$ cat config.mk
export PLATFORM = sky130hd
export DESIGN_NAME = text_render_pipeline_flat
export DESIGN_NICKNAME = d
export VERILOG_FILES = /design/src/rtl/text_render_pipeline_if.sv /design/src/rtl/text_render_pipeline.sv /design/src/flat_wrapper.sv
export SDC_FILE = /design/constraint.sdc
export NUM_CORES = 1
export LEC_CHECK = 0
export ABC_AREA = 1
export CAP_MARGIN = 10
export CORE_MARGIN = 2
export CORE_UTILIZATION = 34
export DETAILED_ROUTE_END_ITERATION = 8
export GPL_ROUTABILITY_DRIVEN = 0
export PLACE_DENSITY = 0.79
export SYNTH_ARGS = -nofsm -noshare
export SYNTH_HDL_FRONTEND = slang
export SYNTH_SLANG_ARGS = --single-unit
$ cat constraint.sdc
create_clock -name clk -period 1.31 [get_ports clk]
set_input_delay 0.1965 -clock clk [delete_from_list [all_inputs] [get_ports clk]]
set_output_delay 0.1965 -clock clk [all_outputs]
set_load 0.01 [all_outputs]
$ cat src/rtl/text_render_pipeline_if.sv
// Pixel, text-buffer, glyph-ROM and colour-output bundle of the text renderer.
// master: timing/buffer/ROM side; slave: text_render_pipeline.
interface text_render_pipeline_if #(
    parameter int COLS        = 80,
    parameter int ROWS        = 30,
    parameter int CHAR_WIDTH  = 8,
    parameter int CHAR_HEIGHT = 16
);
    localparam int CW = $clog2(COLS);
    localparam int RW = $clog2(ROWS);
    localparam int HW = $clog2(CHAR_HEIGHT);

    logic [9:0]            pixel_x;
    logic [9:0]            pixel_y;
    logic                  video_on;
    logic                  frame_start;
    logic [RW-1:0]         scroll_row;
    logic                  cursor_en;
    logic [CW-1:0]         cursor_x;
    logic [RW-1:0]         cursor_y;
    logic [CW-1:0]         read_x;
    logic [RW-1:0]         read_y;
    logic [6:0]            char_in;
    logic [7:0]            attr_in;
    logic [6:0]            rom_code;
    logic [HW-1:0]         rom_row;
    logic [CHAR_WIDTH-1:0] rom_line;
    logic                  de_out;
    logic                  text_bit_on;
    logic [2:0]            fg_idx;
    logic [2:0]            bg_idx;

    modport master (
        output pixel_x, pixel_y, video_on, frame_start, scroll_row,
        output cursor_en, cursor_x, cursor_y, char_in, attr_in, rom_line,
        input  read_x, read_y, rom_code, rom_row,
        input  de_out, text_bit_on, fg_idx, bg_idx
    );

    modport slave (
        input  pixel_x, pixel_y, video_on, frame_start, scroll_row,
        input  cursor_en, cursor_x, cursor_y, char_in, attr_in, rom_line,
        output read_x, read_y, rom_code, rom_row,
        output de_out, text_bit_on, fg_idx, bg_idx
    );
endinterface

$ cat src/rtl/text_render_pipeline.sv
// Pipelined text-mode renderer: pixel position -> text cell -> buffer read ->
// glyph lookup -> scroll/blink/cursor/reverse -> registered pixel + colours.
// Ports: clk, reset (async, active-high), bus (text_render_pipeline_if.slave):
//   pixel_x/y, video_on, frame_start, scroll_row, cursor_* in; read_x/y out;
//   char_in/attr_in in; rom_code/rom_row out, rom_line in;
//   de_out, text_bit_on, fg_idx, bg_idx out (latency BUF_LATENCY+1).
// Macro TEXT_RENDER_SCROLL_EN: enables the frame-latched hardware scroll.
module text_render_pipeline #(
    parameter int COLS         = 80,
    parameter int ROWS         = 30,
    parameter int CHAR_WIDTH   = 8,
    parameter int CHAR_HEIGHT  = 16,
    parameter int BUF_LATENCY  = 1,
    parameter int BLINK_FRAMES = 30
) (
    input  logic                   clk,
    input  logic                   reset,
    text_render_pipeline_if.slave  bus
);
    localparam int CW  = $clog2(COLS);
    localparam int RW  = $clog2(ROWS);
    localparam int GXW = $clog2(CHAR_WIDTH);
    localparam int GYW = $clog2(CHAR_HEIGHT);
    localparam int BCW = $clog2(BLINK_FRAMES + 1);
    localparam int SBW = 3 + GXW + GYW;

    // ---------------- stage 0: cell mapping ----------------
    logic [9:0]    cx;
    logic [9:0]    cy;
    logic          in_range;
    logic          hit;
    logic [RW-1:0] row_y;

    assign cx       = bus.pixel_x >> GXW;
    assign cy       = bus.pixel_y >> GYW;
    assign in_range = (cx < 10'(COLS)) && (cy < 10'(ROWS));

    // An off-screen cursor can only match an off-screen cell,
    // which the in_range gating later blanks.
    assign hit = bus.cursor_en
              && (cx == 10'(bus.cursor_x))
              && (cy == 10'(bus.cursor_y));

`ifdef TEXT_RENDER_SCROLL_EN
    logic [RW-1:0] scroll_q;
    logic [RW-1:0] scroll_d;
    logic [RW:0]   ysum;
    logic [RW:0]   ywrap;

    always_comb begin
        scroll_d = scroll_q;
        if (bus.frame_start) scroll_d = bus.scroll_row;
    end

    always_ff @(posedge clk or posedge reset) begin
        if (reset) scroll_q <= '0;
        else       scroll_q <= scroll_d;
    end

    // Both operands are < ROWS, so one conditional subtract is a full mod.
    assign ysum  = {1'b0, cy[RW-1:0]} + {1'b0, scroll_q};
    assign ywrap = (ysum >= (RW+1)'(ROWS)) ? ysum - (RW+1)'(ROWS) : ysum;
    assign row_y = ywrap[RW-1:0];
`else
    logic unused_scroll;
    assign unused_scroll = ^bus.scroll_row;
    assign row_y         = cy[RW-1:0];
`endif

    assign bus.read_x = in_range ? cx[CW-1:0] : '0;
    assign bus.read_y = in_range ? row_y      : '0;

    // ---------------- side-band delay line ----------------
    logic [SBW-1:0] sb_in;
    logic [SBW-1:0] sb_out;

    assign sb_in = {bus.video_on, in_range, hit,
                    bus.pixel_x[GXW-1:0], bus.pixel_y[GYW-1:0]};

    generate
        if (BUF_LATENCY == 0) begin : g_wire
            assign sb_out = sb_in;
        end else begin : g_dly
            logic [SBW-1:0] sb_q [BUF_LATENCY];

            always_ff @(posedge clk or posedge reset) begin
                if (reset) begin
                    for (int i = 0; i < BUF_LATENCY; i++) sb_q[i] <= '0;
                end else begin
                    sb_q[0] <= sb_in;
                    for (int i = 1; i < BUF_LATENCY; i++) sb_q[i] <= sb_q[i-1];
                end
            end

            assign sb_out = sb_q[BUF_LATENCY-1];
        end
    endgenerate

    logic           vo_s;
    logic           inr_s;
    logic           hit_s;
    logic [GXW-1:0] gcol_s;
    logic [GYW-1:0] grow_s;

    assign {vo_s, inr_s, hit_s, gcol_s, grow_s} = sb_out;

    // ---------------- blink counter ----------------
    logic [BCW-1:0] bcnt_q;
    logic [BCW-1:0] bcnt_d;
    logic           blink_q;
    logic           blink_d;

    always_comb begin
        bcnt_d  = bcnt_q;
        blink_d = blink_q;
        if (bus.frame_start) begin
            if (bcnt_q == BCW'(BLINK_FRAMES - 1)) begin
                bcnt_d  = '0;
                blink_d = ~blink_q;
            end else begin
                bcnt_d = bcnt_q + BCW'(1);
            end
        end
    end

    always_ff @(posedge clk or posedge reset) begin
        if (reset) begin
            bcnt_q  <= '0;
            blink_q <= 1'b1;
        end else begin
            bcnt_q  <= bcnt_d;
            blink_q <= blink_d;
        end
    end

    // ---------------- stage 1: glyph + pixel rules ----------------
    logic       glyph_bit;
    logic       on_d;
    logic [2:0] fg_d;
    logic [2:0] bg_d;

    assign bus.rom_code = bus.char_in;
    assign bus.rom_row  = grow_s;

    // MSB is the leftmost pixel; ~col == CHAR_WIDTH-1-col for a power of two.
    assign glyph_bit = bus.rom_line[~gcol_s];

    always_comb begin
        on_d = glyph_bit && !(bus.attr_in[6] && !blink_q);
        on_d = on_d ^ (bus.attr_in[7] ^ (hit_s && blink_q));
        on_d = on_d && inr_s && vo_s;
        fg_d = inr_s ? bus.attr_in[2:0] : 3'd0;
        bg_d = inr_s ? bus.attr_in[5:3] : 3'd0;
    end

    // ---------------- output register ----------------
    logic       de_q;
    logic       on_q;
    logic [2:0] fg_q;
    logic [2:0] bg_q;

    always_ff @(posedge clk or posedge reset) begin
        if (reset) begin
            de_q <= 1'b0;
            on_q <= 1'b0;
            fg_q <= 3'd0;
            bg_q <= 3'd0;
        end else begin
            de_q <= vo_s;
            on_q <= on_d;
            fg_q <= fg_d;
            bg_q <= bg_d;
        end
    end

    assign bus.de_out      = de_q;
    assign bus.text_bit_on = on_q;
    assign bus.fg_idx      = fg_q;
    assign bus.bg_idx      = bg_q;
endmodule

$ cat src/flat_wrapper.sv
// flat-port wrapper written by rule: the top's interface ports become plain ports
module text_render_pipeline_flat 
#(
    parameter int COLS         = 80,
    parameter int ROWS         = 30,
    parameter int CHAR_WIDTH   = 8,
    parameter int CHAR_HEIGHT  = 16,
    parameter int BUF_LATENCY  = 1,
    parameter int BLINK_FRAMES = 30
)
  (clk, reset, bus_pixel_x, bus_pixel_y, bus_video_on, bus_frame_start, bus_scroll_row, bus_cursor_en, bus_cursor_x, bus_cursor_y, bus_char_in, bus_attr_in, bus_rom_line, bus_read_x, bus_read_y, bus_rom_code, bus_rom_row, bus_de_out, bus_text_bit_on, bus_fg_idx, bus_bg_idx);
  text_render_pipeline_if #(.COLS(COLS), .ROWS(ROWS), .CHAR_WIDTH(CHAR_WIDTH), .CHAR_HEIGHT(CHAR_HEIGHT)) bus_i ();
  input  logic clk;
  input  logic reset;
  input wire logic [$bits(bus_i.pixel_x)-1:0] bus_pixel_x;
  input wire logic [$bits(bus_i.pixel_y)-1:0] bus_pixel_y;
  input wire logic [$bits(bus_i.video_on)-1:0] bus_video_on;
  input wire logic [$bits(bus_i.frame_start)-1:0] bus_frame_start;
  input wire logic [$bits(bus_i.scroll_row)-1:0] bus_scroll_row;
  input wire logic [$bits(bus_i.cursor_en)-1:0] bus_cursor_en;
  input wire logic [$bits(bus_i.cursor_x)-1:0] bus_cursor_x;
  input wire logic [$bits(bus_i.cursor_y)-1:0] bus_cursor_y;
  input wire logic [$bits(bus_i.char_in)-1:0] bus_char_in;
  input wire logic [$bits(bus_i.attr_in)-1:0] bus_attr_in;
  input wire logic [$bits(bus_i.rom_line)-1:0] bus_rom_line;
  output wire logic [$bits(bus_i.read_x)-1:0] bus_read_x;
  output wire logic [$bits(bus_i.read_y)-1:0] bus_read_y;
  output wire logic [$bits(bus_i.rom_code)-1:0] bus_rom_code;
  output wire logic [$bits(bus_i.rom_row)-1:0] bus_rom_row;
  output wire logic [$bits(bus_i.de_out)-1:0] bus_de_out;
  output wire logic [$bits(bus_i.text_bit_on)-1:0] bus_text_bit_on;
  output wire logic [$bits(bus_i.fg_idx)-1:0] bus_fg_idx;
  output wire logic [$bits(bus_i.bg_idx)-1:0] bus_bg_idx;
  assign bus_i.pixel_x = bus_pixel_x;
  assign bus_i.pixel_y = bus_pixel_y;
  assign bus_i.video_on = bus_video_on;
  assign bus_i.frame_start = bus_frame_start;
  assign bus_i.scroll_row = bus_scroll_row;
  assign bus_i.cursor_en = bus_cursor_en;
  assign bus_i.cursor_x = bus_cursor_x;
  assign bus_i.cursor_y = bus_cursor_y;
  assign bus_i.char_in = bus_char_in;
  assign bus_i.attr_in = bus_attr_in;
  assign bus_i.rom_line = bus_rom_line;
  assign bus_read_x = bus_i.read_x;
  assign bus_read_y = bus_i.read_y;
  assign bus_rom_code = bus_i.rom_code;
  assign bus_rom_row = bus_i.rom_row;
  assign bus_de_out = bus_i.de_out;
  assign bus_text_bit_on = bus_i.text_bit_on;
  assign bus_fg_idx = bus_i.fg_idx;
  assign bus_bg_idx = bus_i.bg_idx;
  text_render_pipeline #(.COLS(COLS), .ROWS(ROWS), .CHAR_WIDTH(CHAR_WIDTH), .CHAR_HEIGHT(CHAR_HEIGHT), .BUF_LATENCY(BUF_LATENCY), .BLINK_FRAMES(BLINK_FRAMES)) u_core (.clk(clk), .reset(reset), .bus(bus_i));
endmodule
# --- Yosys cells after proc, flatten, opt, wreduce, memory -nomap -nowiden ---
# Index checks and enable logic that the tools add are counted.
word_totals:
  ff_bits: 24
  latchBits: 0
  mem_bits_rw: 0
  romBits: 0
  out_inout_bits: 31
  wordCells: 36
  n_memories: 0
op_classes:
  add_sub_neg: 1
  n_mul: 0
  div: 0
  n_lt_le_gt_ge: 3
  n_eq_ne: 3
  shift: 0
  muxes: 7
  bitwise: 4
  reduce_logical: 11
op_table:
  columns: ["cell", "n"]
  rows:
  - ["5-bit two-way mux", 2]
  - ["1-bit logical AND", 8]
  - ["7-bit equality test", 1]
  - ["7-bit less-than comparator, second input constant", 1]
  - ["7-bit two-way mux", 1]
  - ["6-bit by 5-bit equality test with 1-bit output", 1]
  - ["6-bit by 5-bit less-than comparator with 1-bit output, second input constant", 1]
  - ["3-bit two-way mux", 2]
  - ["5-bit by 1-bit adder with 5-bit output, second input constant", 1]
  - ["5-bit equality test, second input constant", 1]
  - ["3-bit by 4-bit less-than comparator with 1-bit output, second input constant", 1]
  - ["1-bit binary-select mux with 3-bit select", 1]
  - ["3-bit NOT", 1]
  - ["1-bit logical NOT", 2]
  - ["2-bit AND reduction", 1]
  - ["1-bit XOR", 2]
  - ["1-bit two-way mux", 1]
  - ["1-bit NOT", 1]

# --- Longest topological paths before layout ---
# Gate-level depths: netlist (run 1).
logic_depth:
  depth_word: 7
  ltp_mapped: 8
  depth_no_buf: 8

# --- Least setup slack after synthesis (run 1) ---
# Ideal clock, no wire load.
synth_timing:
  kind: "reg-to-reg"
  from: "reg u_core.bcnt_q[1]"
  to: "reg u_core.blink_q"
  setup_time_ns: 0.075
  arrival_ns: 0.977
  setup_slack_ns: 0.259
  path_stages_with_launch: 6
  path_buffers: 0
  synth_period_minus_slack_ns: 1.051
  cell_sequence: "dfrtp_1 inv_1 ha_1 nand3_1 nor2_2 xor2_1"
synth_between:
  elab_chain_cells: 2
synth_lines:
  columns: ["item", "line", "source"]
  rows:
  - ["from (decl)", "text_render_pipeline.sv:108", "logic [BCW-1:0] bcnt_q;"]
  - ["from (signal assigned)", "text_render_pipeline.sv:131", "bcnt_q <= bcnt_d;"]
  - ["5-bit equality test", "text_render_pipeline.sv:117", "if (bcnt_q == BCW'(BLINK_FRAMES - 1)) begin"]
  - ["2-bit AND reduction (no line)", null, null]
  - ["to (signal assigned)", "text_render_pipeline.sv:132", "blink_q <= blink_d;"]
  - ["to (decl)", "text_render_pipeline.sv:110", "logic blink_q;"]
# Every way passes these cells.
# A chain may end at the register's enable or synchronous reset.

# --- Worst setup path in the final report (run 1) ---
layout_timing:
  from: "in bus_pixel_x[7]"
  to: "out bus_read_y[3]"
layout_between:
  elab_chain_cells: 3
layout_lines:
  columns: ["item", "line", "source"]
  rows:
  - ["from (decl)", "flat_wrapper.sv:15", "input wire logic [$bits(bus_i.pixel_x)-1:0] bus_pixel_x;"]
  - ["7-bit less-than comparator", "text_render_pipeline.sv:36", "assign in_range = (cx < 10'(COLS)) && (cy < 10'(ROWS));"]
  - ["1-bit logical AND", "text_render_pipeline.sv:36", null]
  - ["5-bit two-way mux", "text_render_pipeline.sv:71", "assign bus.read_y = in_range ? row_y : '0;"]
  - ["to (decl)", "flat_wrapper.sv:27", "output wire logic [$bits(bus_i.read_y)-1:0] bus_read_y;"]
# Every way passes these cells.

==> flow_summary.yaml, run 1 <==
global_route:
  grt-ovfl-total: 0
  antenna_found_initial: 0
  grt_pass1_wl_microns: 5050
  track_usage_pct: 14.80
  grt_pass1_vias: 1263
  grt_max_degree: 15
clock_tree:
  ctsRootBufferMaster: "clkbuf_8"
  numCtsBuffers: 3
  cts_buffer_depth: 2
  htreeDepth: 1
  cts_sinks: 24
  tritoncts: "done"
  worstSkewPairLatency_ps: 260
  clk_pin_slew_ps: 80
placement:
  placed_cell_area_sq_um: 2220
  hpwl_microns: 2639
  io_buffers: 76
  post-place-ws_ps: -578.6
logic_synthesis:
  synth_area_leaders: "dfrtp_1 43%, nand2_1 11%, inv_1 8.7%, buf_4 6.2%, nor2_1 5.4%"
  ys_seq_elements: 24
  yosysSeqAreaShare_pct: 45.21
  synth-edff-count: 0
  synth_top_area_share_pct: 43.23
  synth_warnings: 0
  synth.top_cells.by_count: "38 x nand2_1, 31 x inv_1, 23 x dfrtp_1, 19 x nor2_1, 12 x nand3_1"
  synth_cells: 170
  synth-main-ff-cell: "dfrtp_1"
  syn_area_per_cell_sq_um: 7.831
  syn-num-nets: 237
  synth.distinct_cells: 25
  synth.most_common_cell: "nand2_1"
  synth_async_sr_flop_share_pct: 100.0
  netlist_area_sq_um: 1331
  synth_area_leader_cell: "dfrtp_1"
critical_path:
  cp-start-kind: "primary input"
  end_kind: "primary output"
  path_class: "in2out"
  rr_endpoint: "u_core.blink_q"
  rr_startpoint: "u_core.bcnt_q[1]"
  worst-r2r-setup-slack_ps: 160
  critPathMaxFanout: 8
  cp_data_arrival_time_ps: 1050
  rr_worst_depth: 5
  cp_data_required_time_ps: 1110
layout:
  finalNetCount: 327
  final_cell_area_sq_um: 2267
  drive_gt1_share_pct: 20.85
  final_util_pct: 61.01
  fill_cells: 340
  syn_to_final_growth_pct: 70.30
  n_antenna_cell: 0
power:
  seqPwrFrac_pct: 42.7
  p_int_w: 0.001640
  p_leak_nw: 1.235
  ir_drop_uv: 386.4
  p_sw_share_pct: 27.19
  p_comb_share_pct: 29.3
  power_frac_clock_pct: 28.0
  power_density_nw_per_um2: 993.6
  switchingPower_w: 0.0006126
outcome:
  status: "finished clean"
timing:
  fin_skew_ps: 3.947
  grt_setup_unrepaired: "no"
  slew_headroom_pct: 79.22
  period_share_pct: 95.07
  drv_slew: 0
  tightest_slew_ps: 311.4
  setup_violations: 0
  clock.fmax_mhz: 803.0
  worst_slack_ps: 64.62
  finalHoldViolCount: 0
  layout_min_cycle_time_ps: 1245
drt:
  met2_length_microns: 1639
  vias_per_cell: 4.257
  route.detailed.drc: 0
  wl_per_cell_microns: 10.39
  drt_iter0_drc: 46
  vias: 1307
  ant_nets: 0
  wirelength_met1_microns: 1230
  met3WireLength_microns: 289
  dr.pass1.iters: 4
  dr.max_layer_used: "met4"
  wirelength_microns: 3190
die:
  die_h_microns: 66.58
  start_util_pct: 35.82
  die_area_sq_um: 4432
  core_region_area_sq_um: 3716
  rows: 22
  io_pins: 96
  die_w_microns: 66.58
flow_run:
  maxCapViolCount: 0
worst_hold_path:
  hold_path_class: "in2async"
[kinds of logic (layout without fill, tap and decap cells)]
group / Yosys count / after routing / synth area share [%]
AO/OA/AOI/OAI: 12 / 12 / 5.827
XOR/XNOR: 9 / 9 / 6.486
adder cells (fa/ha/maj): 2 / 2 / 1.879
buffers and inverters: 48 / 137 / 16.73
flip-flops: 24 / 24 / 45.21
AND/OR/NAND/NOR: 75 / 75 / 23.87
[power groups by stage]
stage | combinational (W) | clock (W) | sequential, W
floorplan | 0.000359 | 0 | 0.000962
global placement | 0.000658 | 0 | 0.000971
detailed placement | 0.000674 | 0 | 0.000978
CTS | 0.000650 | 0.000646 | 0.000964
global route | 0.000754 | 0.000685 | 0.000978
finish | 0.000660 | 0.000631 | 0.000962
[worst max-delay path by stage]
| stage | from | endpoint | slack (ps) | cells after the start |
|---|---|---|---|---|
| floorplan | u_core.bcnt_q[1] | u_core.blink_q | 260 | 5 |
| global placement | bus_pixel_x[7] | bus_read_x[6] | -540 | 8 |
| detailed placement | bus_pixel_x[7] | bus_read_y[4] | -580 | 8 |
| CTS | u_core.g_dly.sb_q[1] | bus_rom_row[1] | 1 | 1 |
| global route | bus_pixel_x[7] | bus_read_y[3] | 0.6 | 6 |
| finish | bus_pixel_x[7] | bus_read_y[3] | 60 | 6 |
[sequential cells by signal, summed over array words and instances (netlist names)]
name	cells
u_core.bus.text_bit_on	1
u_core.bus.fg_idx	3
u_core.bcnt_q	5
u_core.g_dly.sb_q	10
u_core.blink_q	1
u_core.bus.de_out	1
u_core.bus.bg_idx	3
[worst max-delay path, cell delays in order]
cell	delay, ps
clkdlybuf4s15_1	200
o21ai_2	140
nand3_2	110
buf_6	150
nor2_2	100
buf_2	150
[placed cells by master (no fill, tap or decap), types with 11 or more instances in the layout]
cell             instances
inv_1                   30
buf_2                   11
nand3_1                 11
buf_4                   18
nand2_1                 38
clkdlybuf4s50_1         44
dfrtp_1                 23
nor2_1                  17
dlygate4sd2_1           13
[timing repair]
| item | CTS | global route |
|---|---|---|
| buffers inserted | 1 | 1 |
| endpoints found under the hold margin | 0 | 0 |
| endpoints found under the setup margin | 23 | 14 |
| gates resized for setup | 72 | 14 |
| pin swaps | 3 | 3 |
| hold buffers | 0 | 0 |
[metrics by stage]
| step | hold WS, ps | TNS [ps] | cells | power [W] |
|---|---|---|---|---|
| 6_report | 185.8 | 0 | 307 | 0.002253 |
| 5_1_grt | 201.5 | 0 | 307 | 0.002417 |
| 4_1_cts | 189.4 | 0 | 306 | 0.002260 |
| 3_5_place_dp | 367.3 | -6682 | 301 | 0.001652 |
| 3_3_place_gp | 358.0 | -6391 | 301 | 0.001629 |
| 2_1_floorplan | 210.4 | 0 | 170 | 0.001322 |
[routing by layer]
metal	GRT usage, %	up-vias
met5	0	-
met4	4.337	0
met3	2.703	6
met2	29.00	68
met1	15.82	553
li1	-	680
[layout make-up]
cell class                 count  area, sq um  area share (%)
inverter                      36        137.6           6.071
multi-input combinational     98        530.5           23.40
clock buffer                   3        41.29           1.821
clock inverter                 1        30.03           1.325
timing repair buffer          97        865.8           38.19
sequential                    24        601.8           26.55
tap                           48        60.06           2.649
Power figures use the tool's default switching activity.
==> inputs of run 2 (changes only) <==
--- a/config.mk
+++ b/config.mk
@@ -12,6 +12,7 @@
 export DETAILED_ROUTE_END_ITERATION = 8
 export GPL_ROUTABILITY_DRIVEN = 0
 export PLACE_DENSITY = 0.79
+export SLEW_MARGIN = 20
 export SYNTH_ARGS = -nofsm -noshare
 export SYNTH_HDL_FRONTEND = slang
 export SYNTH_SLANG_ARGS = --single-unit
==> results of run 2 <==
The final DEF is identical to that of run 1; final timing and power are the same.
